===== config.mk =====
export PLATFORM = sky130hd
export DESIGN_NAME = serial_add_sub_flat
export DESIGN_NICKNAME = d
export VERILOG_FILES = /design/src/rtl/serial_add_sub_if.sv /design/src/rtl/serial_add_sub.sv /design/src/flat_wrapper.sv
export SDC_FILE = /design/constraint.sdc
export NUM_CORES = 1
export LEC_CHECK = 0
export CORE_ASPECT_RATIO = 1.25
export CORE_MARGIN = 2
export CORE_UTILIZATION = 60
export DETAILED_ROUTE_END_ITERATION = 10
export DONT_BUFFER_PORTS = 1
export PLACE_DENSITY = 0.76
export SLEW_MARGIN = 25
export SYNTH_ARGS = -nofsm -noshare
export SYNTH_HDL_FRONTEND = slang
export SYNTH_SLANG_ARGS = --single-unit

===== constraint.sdc =====
create_clock -name clk -period 2.6 [get_ports clk]
set_input_delay 0.39 -clock clk [delete_from_list [all_inputs] [get_ports clk]]
set_output_delay 0.39 -clock clk [all_outputs]
set_load 0.02 [all_outputs]

===== src/rtl/serial_add_sub_if.sv =====
// serial_add_sub operand/result bundle.
// master issues start with operands; slave returns the result.
interface serial_add_sub_if #(
   parameter int WIDTH = 8
);
   logic             start;
   logic             mode;
   logic [WIDTH-1:0] a;
   logic [WIDTH-1:0] b;
   logic             busy;
   logic             done;
   logic [WIDTH-1:0] result;
   logic             cout;
   logic             overflow;

   modport master (
      output start, mode, a, b,
      input  busy, done, result, cout, overflow
   );

   modport slave (
      input  start, mode, a, b,
      output busy, done, result, cout, overflow
   );
endinterface


===== src/rtl/serial_add_sub.sv =====
// Bit-serial two's-complement add/subtract, LSB first.
// One full-adder cell with a registered carry; WIDTH cycles per op.
module serial_add_sub #(
   parameter int WIDTH = 8
) (
   input logic             clk,
   input logic             rst,
   serial_add_sub_if.slave bus
);

   localparam int CW = $clog2(WIDTH) + 1;

   typedef enum logic [1:0] {
      IDLE  = 2'd0,
      SHIFT = 2'd1,
      DONE  = 2'd2
   } state_t;

   state_t           state, state_n;

   logic [WIDTH-1:0] a_sr, a_sr_n;
   logic [WIDTH-1:0] b_sr, b_sr_n;
   logic [WIDTH-1:0] r_sr, r_sr_n;
   logic [WIDTH-1:0] res_q, res_n;
   logic [CW-1:0]    cnt, cnt_n;
   logic             mode_q, mode_n;
   logic             carry, carry_n;
   logic             cout_q, cout_n;
   logic             ovf_q, ovf_n;
   logic             busy_q, busy_n;
   logic             done_q, done_n;

   logic             bit_a, bit_b;
   logic             s, c;
   logic             last;
   logic             load;

   // single full-adder cell; subtract inverts b and seeds carry with 1
   always_comb begin
      bit_a = a_sr[0];
      bit_b = b_sr[0] ^ mode_q;
      s     = bit_a ^ bit_b ^ carry;
      c     = (bit_a & bit_b) | (bit_a & carry) | (bit_b & carry);
      last  = (cnt == CW'(WIDTH - 1));
      load  = bus.start && ((state == IDLE) || (state == DONE));
   end

   always_ff @(posedge clk or posedge rst) begin
      if (rst) state <= IDLE;
      else     state <= state_n;
   end

   always_comb begin
      state_n = state;
      a_sr_n  = a_sr;
      b_sr_n  = b_sr;
      r_sr_n  = r_sr;
      res_n   = res_q;
      cnt_n   = cnt;
      mode_n  = mode_q;
      carry_n = carry;
      cout_n  = cout_q;
      ovf_n   = ovf_q;
      done_n  = 1'b0;

      unique case (state)
         IDLE, DONE: begin
            state_n = IDLE;
            if (load) begin
               state_n = SHIFT;
               a_sr_n  = bus.a;
               b_sr_n  = bus.b;
               mode_n  = bus.mode;
               carry_n = bus.mode;
               cnt_n   = '0;
            end
         end
         SHIFT: begin
            a_sr_n  = a_sr >> 1;
            b_sr_n  = b_sr >> 1;
            r_sr_n  = (r_sr >> 1) | (WIDTH'(s) << (WIDTH - 1));
            carry_n = c;
            cnt_n   = cnt + CW'(1);
            if (last) begin
               state_n = DONE;
               res_n   = r_sr_n;
               cout_n  = c;
               // carry still holds the carry into the MSB here
               ovf_n   = carry ^ c;
               done_n  = 1'b1;
            end
         end
         default: state_n = IDLE;
      endcase

      busy_n = (state_n == SHIFT);
   end

   always_ff @(posedge clk or posedge rst) begin
      if (rst) begin
         a_sr   <= '0;
         b_sr   <= '0;
         r_sr   <= '0;
         res_q  <= '0;
         cnt    <= '0;
         mode_q <= 1'b0;
         carry  <= 1'b0;
         cout_q <= 1'b0;
         ovf_q  <= 1'b0;
         busy_q <= 1'b0;
         done_q <= 1'b0;
      end else begin
         a_sr   <= a_sr_n;
         b_sr   <= b_sr_n;
         r_sr   <= r_sr_n;
         res_q  <= res_n;
         cnt    <= cnt_n;
         mode_q <= mode_n;
         carry  <= carry_n;
         cout_q <= cout_n;
         ovf_q  <= ovf_n;
         busy_q <= busy_n;
         done_q <= done_n;
      end
   end

   assign bus.busy     = busy_q;
   assign bus.done     = done_q;
   assign bus.result   = res_q;
   assign bus.cout     = cout_q;
   assign bus.overflow = ovf_q;

endmodule


===== src/flat_wrapper.sv =====
// flat-port wrapper written by rule: the top's interface ports become plain ports
module serial_add_sub_flat 
#(
   parameter int WIDTH = 8
)
  (clk, rst, bus_start, bus_mode, bus_a, bus_b, bus_busy, bus_done, bus_result, bus_cout, bus_overflow);
  serial_add_sub_if #(.WIDTH(WIDTH)) bus_i ();
  input logic clk;
  input logic rst;
  input wire logic [$bits(bus_i.start)-1:0] bus_start;
  input wire logic [$bits(bus_i.mode)-1:0] bus_mode;
  input wire logic [$bits(bus_i.a)-1:0] bus_a;
  input wire logic [$bits(bus_i.b)-1:0] bus_b;
  output wire logic [$bits(bus_i.busy)-1:0] bus_busy;
  output wire logic [$bits(bus_i.done)-1:0] bus_done;
  output wire logic [$bits(bus_i.result)-1:0] bus_result;
  output wire logic [$bits(bus_i.cout)-1:0] bus_cout;
  output wire logic [$bits(bus_i.overflow)-1:0] bus_overflow;
  assign bus_i.start = bus_start;
  assign bus_i.mode = bus_mode;
  assign bus_i.a = bus_a;
  assign bus_i.b = bus_b;
  assign bus_busy = bus_i.busy;
  assign bus_done = bus_i.done;
  assign bus_result = bus_i.result;
  assign bus_cout = bus_i.cout;
  assign bus_overflow = bus_i.overflow;
  serial_add_sub #(.WIDTH(WIDTH)) u_core (.clk(clk), .rst(rst), .bus(bus_i));
endmodule

==> impl_metrics.yaml, run 1 <==
floorplanning:
  num_rows: 22
  start_util: 0.622
  coreArea_um2: 2890
  die_area_um2: 3450
  fp.dieW_um: 53.0
  die_h_um: 65.2
  io-pin-count: 32
min_path:
  holdCritPathClass: "input port to async pin"
critical_path:
  path_cells: "nand2b_2, nor2_8, mux2_1"
  cp-end-kind: "flop"
  slowest_delay_ns: 0.49
  path_class: "flop to flop"
  slowest_stage: "nand2b_2"
  crit_fanout: 31
  cp-start-kind: "flop"
  crit_arrival_ns: 1.90
  critPathRequiredTime_ns: 2.83
sta:
  slew_viol_final: 0
  skew_ns: 0.0147
  finalHoldViolations: 0
  fin_crit_sh: 0.640
  max_freq_mhz: 601
  maxSlewHeadroom: 0.561
  min_period_ns: 1.66
  finalSetupTns_ns: 0
  layout_setup_ws_ns: 0.935
  worstMarginPinSlew_ns: 0.659
  fin_worst_hold_slack_ns: 0.0472
  rsz0062_at_grt: "no"
  setup_viol: 0
routing:
  via_per_inst: 5.89
  drc: 0
  dr.pass1.iters: 4
  final_antenna_net_count: 0
  wirelength_mm: 3.17
  num_vias: 1166
  drt-initial-drc-count: 33
  routedWlPerCell_um: 16.0
power:
  ir_drop_v: 0.000779
  power_per_cell_area_nw_per_um2: 1280
  leakage_uw: 0.000943
yosys:
  yosysWarnings: 0
  synthTopCellsByCount: "43 x dfrtp_1, 39 x nand2_1, 14 x nand3_1"
  async_flop_share: 1.00
  ys_types: 25
  yosysSeqAreaShare: 0.598
  synthCells: 160
  netlist_top_cells_area: "dfrtp_1 60%, nand2_1 8.1%, a22oi_1 5.4%"
  synth_top_area_frac: 0.598
  yosysMostFrequentCell: "dfrtp_1"
  synthFlopType: "dfrtp_1"
  syn_nets: 182
  synth_edf_count: 0
  syn_area_um2: 1800
  synth_area_leader_cell: "dfrtp_1"
  postSynthAreaPerCell_um2: 11.2
  synth_seq_cells: 43
cells_and_area:
  fin_util: 0.649
  drive_gt1_frac: 0.0926
  final_nets: 183
  area_delta_synth_final_pct: 4.31
  diodes: 0
  stdcell_count: 198
run_status:
  status: "finished clean"
job:
  maxCapViolCount: 0
global_route:
  grt_remaining_overflow: 0
  antenna_found_initial: 0
  grt_use_total: 0.216
  grt_max_degree: 44
  grt_pass1_vias: 1145
  grt_pass1_wl_mm: 5.35
placement:
  post-place-ws_ns: 0.915
  hpwl_mm: 2.20
  place_congestion: 0.710
  place_inst: 190
  port_buffers: 0
clock_tree:
  insertion_delay_ns: 0.35
  cts.sinks: 43
  post-cts-setup-buffers: 0
  cts_hold_buf: 0
  cts_tree: "done"
  cts_resized: 0
  htreeDepth: 2
  root_buffer: "clkbuf_4"
  cts_max_path_buffers: 2
  cts-buffers-inserted: 5
  clkTransAtPathRegs_ns: 0.12
[power breakdown]
part           internal [uW]  leakage [uW]  total (uW)  switching (uW)
sequential               963      0.000542        1260             295
combinational            355      0.000366         834             478
clock                    101     0.0000347         306             206
[state kept, by name, indices dropped and copies added, names as in the netlist, 2 cells and up]
| signal | flops |
|---|---|
| u_core.bus.result | 8 |
| u_core.cnt | 4 |
| u_core.r_sr | 7 |
| u_core.b_sr | 8 |
| u_core.a_sr | 8 |
| u_core.state | 2 |
[metrics by stage]
| stage | cell area, um2 | total power (uW) |
|---|---|---|
| 4_1_cts | 1880 | 2430 |
| 6_report | 1880 | 2400 |
| 3_3_place_gp | 1820 | 2050 |
| 2_1_floorplan | 1800 | 1920 |
| 3_5_place_dp | 1820 | 2120 |
| 5_1_grt | 1880 | 2600 |
[worst max-delay path, delay by kind of cell, from the launching register on]
family           cells  cell delay [ns]
AND/OR/NAND/NOR      2             0.81
multiplexers         1             0.36
flip-flops           1             0.39
[routing by layer]
layer | global-route usage | share of wire | vias to the layer above
met5 | 0 | 0 | -
met4 | 0.0577 | 0.0079 | 0
met3 | 0.0795 | 0.057 | 4
met2 | 0.350 | 0.52 | 38
met1 | 0.271 | 0.41 | 564
li1 | - | - | 560
[path summary, 6_finish.rpt]
check	start	to	slack (ns)	cells past startpoint
min in group clk	bus_mode	u_core.mode_q$_DFFE_PP0P_	0.15	2
worst min-delay path	rst	u_core.bus.result[2]$_DFFE_PP0P_	0.05	2
worst max register to register	u_core.state[1]$_DFF_PP0_	u_core.bus.result[1]$_DFFE_PP0P_	0.94	3
worst min register to register	u_core.cnt[3]$_DFFE_PP0P_	u_core.cnt[3]$_DFFE_PP0P_	0.49	1
max in group asynchronous	rst	u_core.a_sr[3]$_DFFE_PP0P_	2.19	2
worst max-delay path	u_core.state[1]$_DFF_PP0_	u_core.bus.result[1]$_DFFE_PP0P_	0.94	3
[layout by cell type, fill, tap and decap left out, types with 2 or more instances in the layout]
cell,n
dfrtp_1,43
nand2_1,39
nand3_1,14
a22oi_1,13
mux2_1,8
clkbuf_4,5
a22o_1,4
o21ai_1,4
buf_4,4
nor2b_1,3
nor2_1,3
inv_1,3
clkinv_2,3
mux2i_1,2
o31ai_1,2
xnor2_1,2
a221o_1,2
[area by class of cell]
| type | count | area, um2 |
|---|---|---|
| Inverter | 3 | 11.3 |
| Sequential cell | 43 | 1080 |
| Fill cell | 251 | 1010 |
| Multi-Input combinational cell | 104 | 661 |
| Clock inverter | 3 | 15.0 |
| Clock buffer | 5 | 37.5 |
| Tap cell | 36 | 45.0 |
| Timing Repair Buffer | 4 | 30.0 |
[kinds of logic (layout without fill, tap and decap cells)]
family | Yosys count | after routing | synth area share
compound gates | 25 | 25 | 0.104
xor+xnor | 2 | 2 | 0.00974
fa+ha+maj | 2 | 2 | 0.0181
buf+inv | 13 | 15 | 0.0341
flops | 43 | 43 | 0.598
mux | 10 | 10 | 0.0612
simple gates | 65 | 65 | 0.174
Power figures use the tool's default switching activity.
==> inputs of run 2 (changes only) <==
CORE_UTILIZATION = 55   (was 60)
PLACE_DENSITY = 0.73   (was 0.76)
clock period = 1.5 ns   (was 2.6 ns; I/O delays follow)
==> impl_metrics.yaml, run 2 (synthesized netlist as in run 1, its figures left out) <==
clock_tree:
  insertion_delay_ns: 0.30
  cts.sinks: 43
  htreeDepth: 2
  cts_max_path_buffers: 2
  clkTransAtPathRegs_ns: 0.07
  cts_tree: "done"
  cts-buffers-inserted: 5
  root_buffer: "clkbuf_8"
min_path:
  holdCritPathClass: "input port to flop"
floorplanning:
  io-pin-count: 32
  die_area_um2: 3750
  fp.dieW_um: 55.1
  start_util: 0.568
  num_rows: 23
  die_h_um: 67.9
  coreArea_um2: 3170
power:
  combPwrFrac: 0.358
  ir_drop_v: 0.00147
  p_clk_frac: 0.172
  pwr-share-seq: 0.470
  intPower_uw: 2870
  swShare: 0.379
  power_switching_uw: 1760
  leakage_uw: 0.00101
  power_per_cell_area_nw_per_um2: 2290
critical_path:
  slowest_delay_ns: 0.41
  path_class: "flop to flop"
  cp-start-kind: "flop"
  cp-end-kind: "flop"
  path_cells: "xnor2_2, fa_2, xnor2_1, mux2_1"
  crit_arrival_ns: 1.64
  crit_family: "flip-flops"
  critPathRequiredTime_ns: 1.67
  slowest_stage: "dfrtp_1"
  crit_fanout: 2
  worst-path-buf-inv: 0
sta:
  maxSlewHeadroom: 0.649
  slew_viol_final: 0
  fin_crit_sh: 0.978
  min_period_ns: 1.47
  worstMarginPinSlew_ns: 0.527
  setup_viol: 0
  max_freq_mhz: 682
  finalHoldViolations: 0
  layout_setup_ws_ns: 0.0329
  skew_ns: 0.00822
  fin_worst_hold_slack_ns: 0.0369
  rsz0062_at_grt: "yes"
run_status:
  status: "finished clean"
placement:
  place_inst: 199
  post-place-ws_ns: 0.00349
  place_congestion: 0.717
  hpwl_mm: 2.31
  port_buffers: 0
global_route:
  grt_max_degree: 44
  grt_pass1_wl_mm: 5.88
  grt_pass1_vias: 1256
  antenna_found_initial: 0
  grt_remaining_overflow: 0
  grt_use_total: 0.223
routing:
  final_antenna_net_count: 0
  num_vias: 1198
  wl_met3_um: 159
  drc: 0
  dr.pass1.iters: 4
  routedWlPerCell_um: 16.0
  m1WireLength_mm: 1.38
  wirelength_mm: 3.34
  drt-initial-drc-count: 56
  wl_met2_mm: 1.74
  via_per_inst: 5.73
  maxUsedRoutingLayer: "met4"
cells_and_area:
  drive_gt1_frac: 0.157
  nFillCells: 270
  diodes: 0
  layout_common_cells: "43 x dfrtp_1, 39 x nand2_1, 14 x nand3_1"
  final_nets: 193
  final_common_cell: "dfrtp_1"
  stdcell_count: 209
  area_delta_synth_final_pct: 12.3
job:
  maxCapViolCount: 0
## run 2: path summary, 6_finish.rpt
| path | to | startpoint | cells past startpoint | slack [ns] |
|---|---|---|---|---|
| min in group asynchronous | u_core.bus.result[2]$_DFFE_PP0P_ | rst | 3 | 0.50 |
| setup reg to reg | u_core.bus.overflow$_DFFE_PP0P_ | u_core.mode_q$_DFFE_PP0P_ | 4 | 0.03 |
| setup / recovery | u_core.bus.overflow$_DFFE_PP0P_ | u_core.mode_q$_DFFE_PP0P_ | 4 | 0.03 |
| max in group asynchronous | u_core.bus.overflow$_DFFE_PP0P_ | rst | 3 | 0.63 |
| hold reg to reg | u_core.r_sr[1]$_DFFE_PP0P_ | u_core.r_sr[1]$_DFFE_PP0P_ | 2 | 0.47 |
| hold / removal | u_core.mode_q$_DFFE_PP0P_ | bus_mode | 2 | 0.04 |
## run 2: stage by stage
step | utilization | setup TNS, ns | total power, uW | cell area, um2
after floorplan | - | 0 | 3340 | 1800
after global routing | 0.638 | -0.0132 | 5000 | 2020
after CTS | 0.631 | 0 | 4600 | 2000
after global placement | 0.595 | 0 | 3690 | 1880
after detailed placement | 0.595 | 0 | 3790 | 1880
final | 0.638 | 0 | 4630 | 2020
## run 2: layout make-up
type / count / area, um2 / share of cell area
inverter: 3 / 11.3 / 0.00558
tap: 37 / 46.3 / 0.0229
multi-input combinational: 104 / 678 / 0.336
sequential: 43 / 1080 / 0.533
timing repair buffer: 14 / 108 / 0.0533
clock buffer: 8 / 100 / 0.0496
## run 2: layer usage
metal | up-vias | track usage
met5 | - | 0
met4 | 0 | 0.0854
met3 | 5 | 0.0764
met2 | 27 | 0.359
met1 | 595 | 0.275
li1 | 571 | -
## run 2: power groups by stage
stage                     clock (uW)  combinational (uW)  sequential (uW)
after floorplan                    0                1240             2100
after global placement             0                1520             2170
after global routing             861                1890             2250
after detailed placement           0                1590             2190
final                            794                1660             2170
after CTS                        812                1620             2170
## run 2: timing repair
| item | 4_1_cts | 5_1_grt |
|---|---|---|
| endpoints found under the setup margin | 1 | 4 |
| pin swaps | 0 | 0 |
| resized for setup | 1 | 3 |
| hold endpoints to repair | 43 | 0 |
| hold buffers | 1 | 0 |
| buffers inserted | 0 | 1 |
## run 2: worst reg2reg max path, cell delays in order, from the launching register on
cell and delay, ns:
dfrtp_1 0.41, xnor2_2 0.16, fa_2 0.36, xnor2_1 0.13, mux2_1 0.29
==> variant: new RTL, settings of run 2 <==
`res_q` no longer has a reset.
--- a/src/rtl/serial_add_sub.sv
+++ b/src/rtl/serial_add_sub.sv
@@ -101,7 +101,6 @@
          a_sr   <= '0;
          b_sr   <= '0;
          r_sr   <= '0;
-         res_q  <= '0;
          cnt    <= '0;
          mode_q <= 1'b0;
          carry  <= 1'b0;
@@ -113,7 +112,6 @@
          a_sr   <= a_sr_n;
          b_sr   <= b_sr_n;
          r_sr   <= r_sr_n;
-         res_q  <= res_n;
          cnt    <= cnt_n;
          mode_q <= mode_n;
          carry  <= carry_n;
@@ -124,6 +122,10 @@
       end
    end
 
+   always_ff @(posedge clk) begin
+      res_q <= res_n;
+   end
+
    assign bus.busy     = busy_q;
    assign bus.done     = done_q;
    assign bus.result   = res_q;
Behaviour: differs if rst is asserted again (counterexample within 10 cycles, from zero or initial values and one cycle with rst high); with rst held inactive, the same outputs for 10 cycles.
==> variant against run 2 <==
  * Worst setup slack better by 0.024 ns
  * Sequential cell count did not move
  * Synthesized area barely moved
  * Utilization shrank 1.7 points
  * Sequential power down 6%
  * Highest routed layer unchanged
  * Global-route usage fell by 1.7 points
  * Design area down 2.7%
  * Routed wire length shrank 5.8%
  * Power decreased by 6.9%
==> variant: results (changes against run 2) <==
Routing
  – Initial DRC Count: 23 (was 56)
  – DR WL met3: 158 µm (was 159 µm)
  – Total Wirelength: 3150 µm (was 3340 µm)
  – Vias per inst: 5.82 (was 5.73)
  – Wl on met1: 1220 µm (was 1380 µm)
  – DR WL met2: 1700 µm (was 1740 µm)

Outcome
  – Status: completed (unchanged)

Global route
  – Met2 Use GR: 0.356 (was 0.359)
  – Largest net degree at the start of global routing: 36 (was 44)
  – Total GRT Usage: 0.206 (was 0.223)
  – M3 GR Usage: 0.0677 (was 0.0764)
  – First-pass GRT wire length: 5320 µm (was 5880 µm)

Cells and area
  – Seq/total area: 0.568 (was 0.533)
  – Seq cells: 43 (unchanged)
  – Share of cells above drive strength 1: 0.209 (was 0.157)
  – Fin cells: 200 (was 209)
  – # fillers: 268 (was 270)
  – NonClk Buf Share: 0.0510 (was 0.0533)
  – Non-clk bufs: 13 (was 14)
  – Clk cell area share: 0.0433 (was 0.0496)
  – Multi-In Gates: 95 (was 104)
  – Sequential cell area: 0.00112 mm² (was 0.00108 mm²)

Synth
  – Synthesized net count: 174 (was 182)
  – XOR/XNOR Fraction of Synth Area: 0.00974 (about the same)
  – Compound-Gate Fraction of Synth Area: 0.125 (was 0.104)
  – Synth cell count leaders: nand2_1, dfrtp_1, nand3_1 (was dfrtp_1, nand2_1, nand3_1)
  – Async SR Flop Fraction: 0.814 (was 1.00)

Min path
  – Hold path start: bus_a[6] (was bus_mode)
  – Worst hold path endpoint: u_core.a_sr[6]$_DFFE_PP0P_ (was u_core.mode_q$_DFFE_PP0P_)

Placed design
  – Hpwl dp: 2260 µm (was 2310 µm)
  – RD Place Congestion: 0.720 (was 0.717)
  – Placed Cells incl. Taps: 189 (was 199)
  – Placed inst area: 0.00185 mm² (was 0.00188 mm²)
  – Dpl ws: -0.00229 ns (was 0.00349 ns)

Floorplanning
  – Total die area: 0.00375 mm² (about the same)

Pwr
  – Switching Power: 1.59 mW (was 1.76 mW)
  – Max VDD drop: 1400 µV (was 1470 µV)

STA
  – Worst hold slack: 0.0400 ns (was 0.0369 ns)
  – Achievable frequency: 693 MHz (was 682 MHz)
  – Slew @ Worst Pin: 0.438 ns (was 0.527 ns)
## variant: changes by cell type in the layout (fill, tap and decap cells not counted), sizes merged
| cell | delta |
|---|---|
| inv | +1 |
| o21ai | -1 |
| clkinv | +1 |
| nor2b | -1 |
| buf | -1 |
| mux2 | -7 |
| clkbuf | -2 |
| o31ai | -1 |
| edfxtp | +8 |
| clkinvlp | +1 |
| and2b | +1 |
| dfrtp | -8 |
## variant: cell families after synthesis
| logic type | Yosys count |
|---|---|
| flip-flops | 43 |
| XOR/XNOR | 2 |
| adder cells (fa/ha/maj) | 2 |
| AND/OR/NAND/NOR | 65 |
| multiplexers | 3 |
| AO/OA/AOI/OAI | 23 |
| buffers and inverters | 14 |
## variant: power by group through the flow
stage               combinational [mW]  clock [mW]  sequential, mW
finish                            1.55       0.705            2.05
global route                      1.77       0.783            2.10
CTS                               1.54       0.724            2.05
detailed placement                1.53           0            2.08
global placement                  1.46           0            2.04
floorplan                         1.27           0            1.99
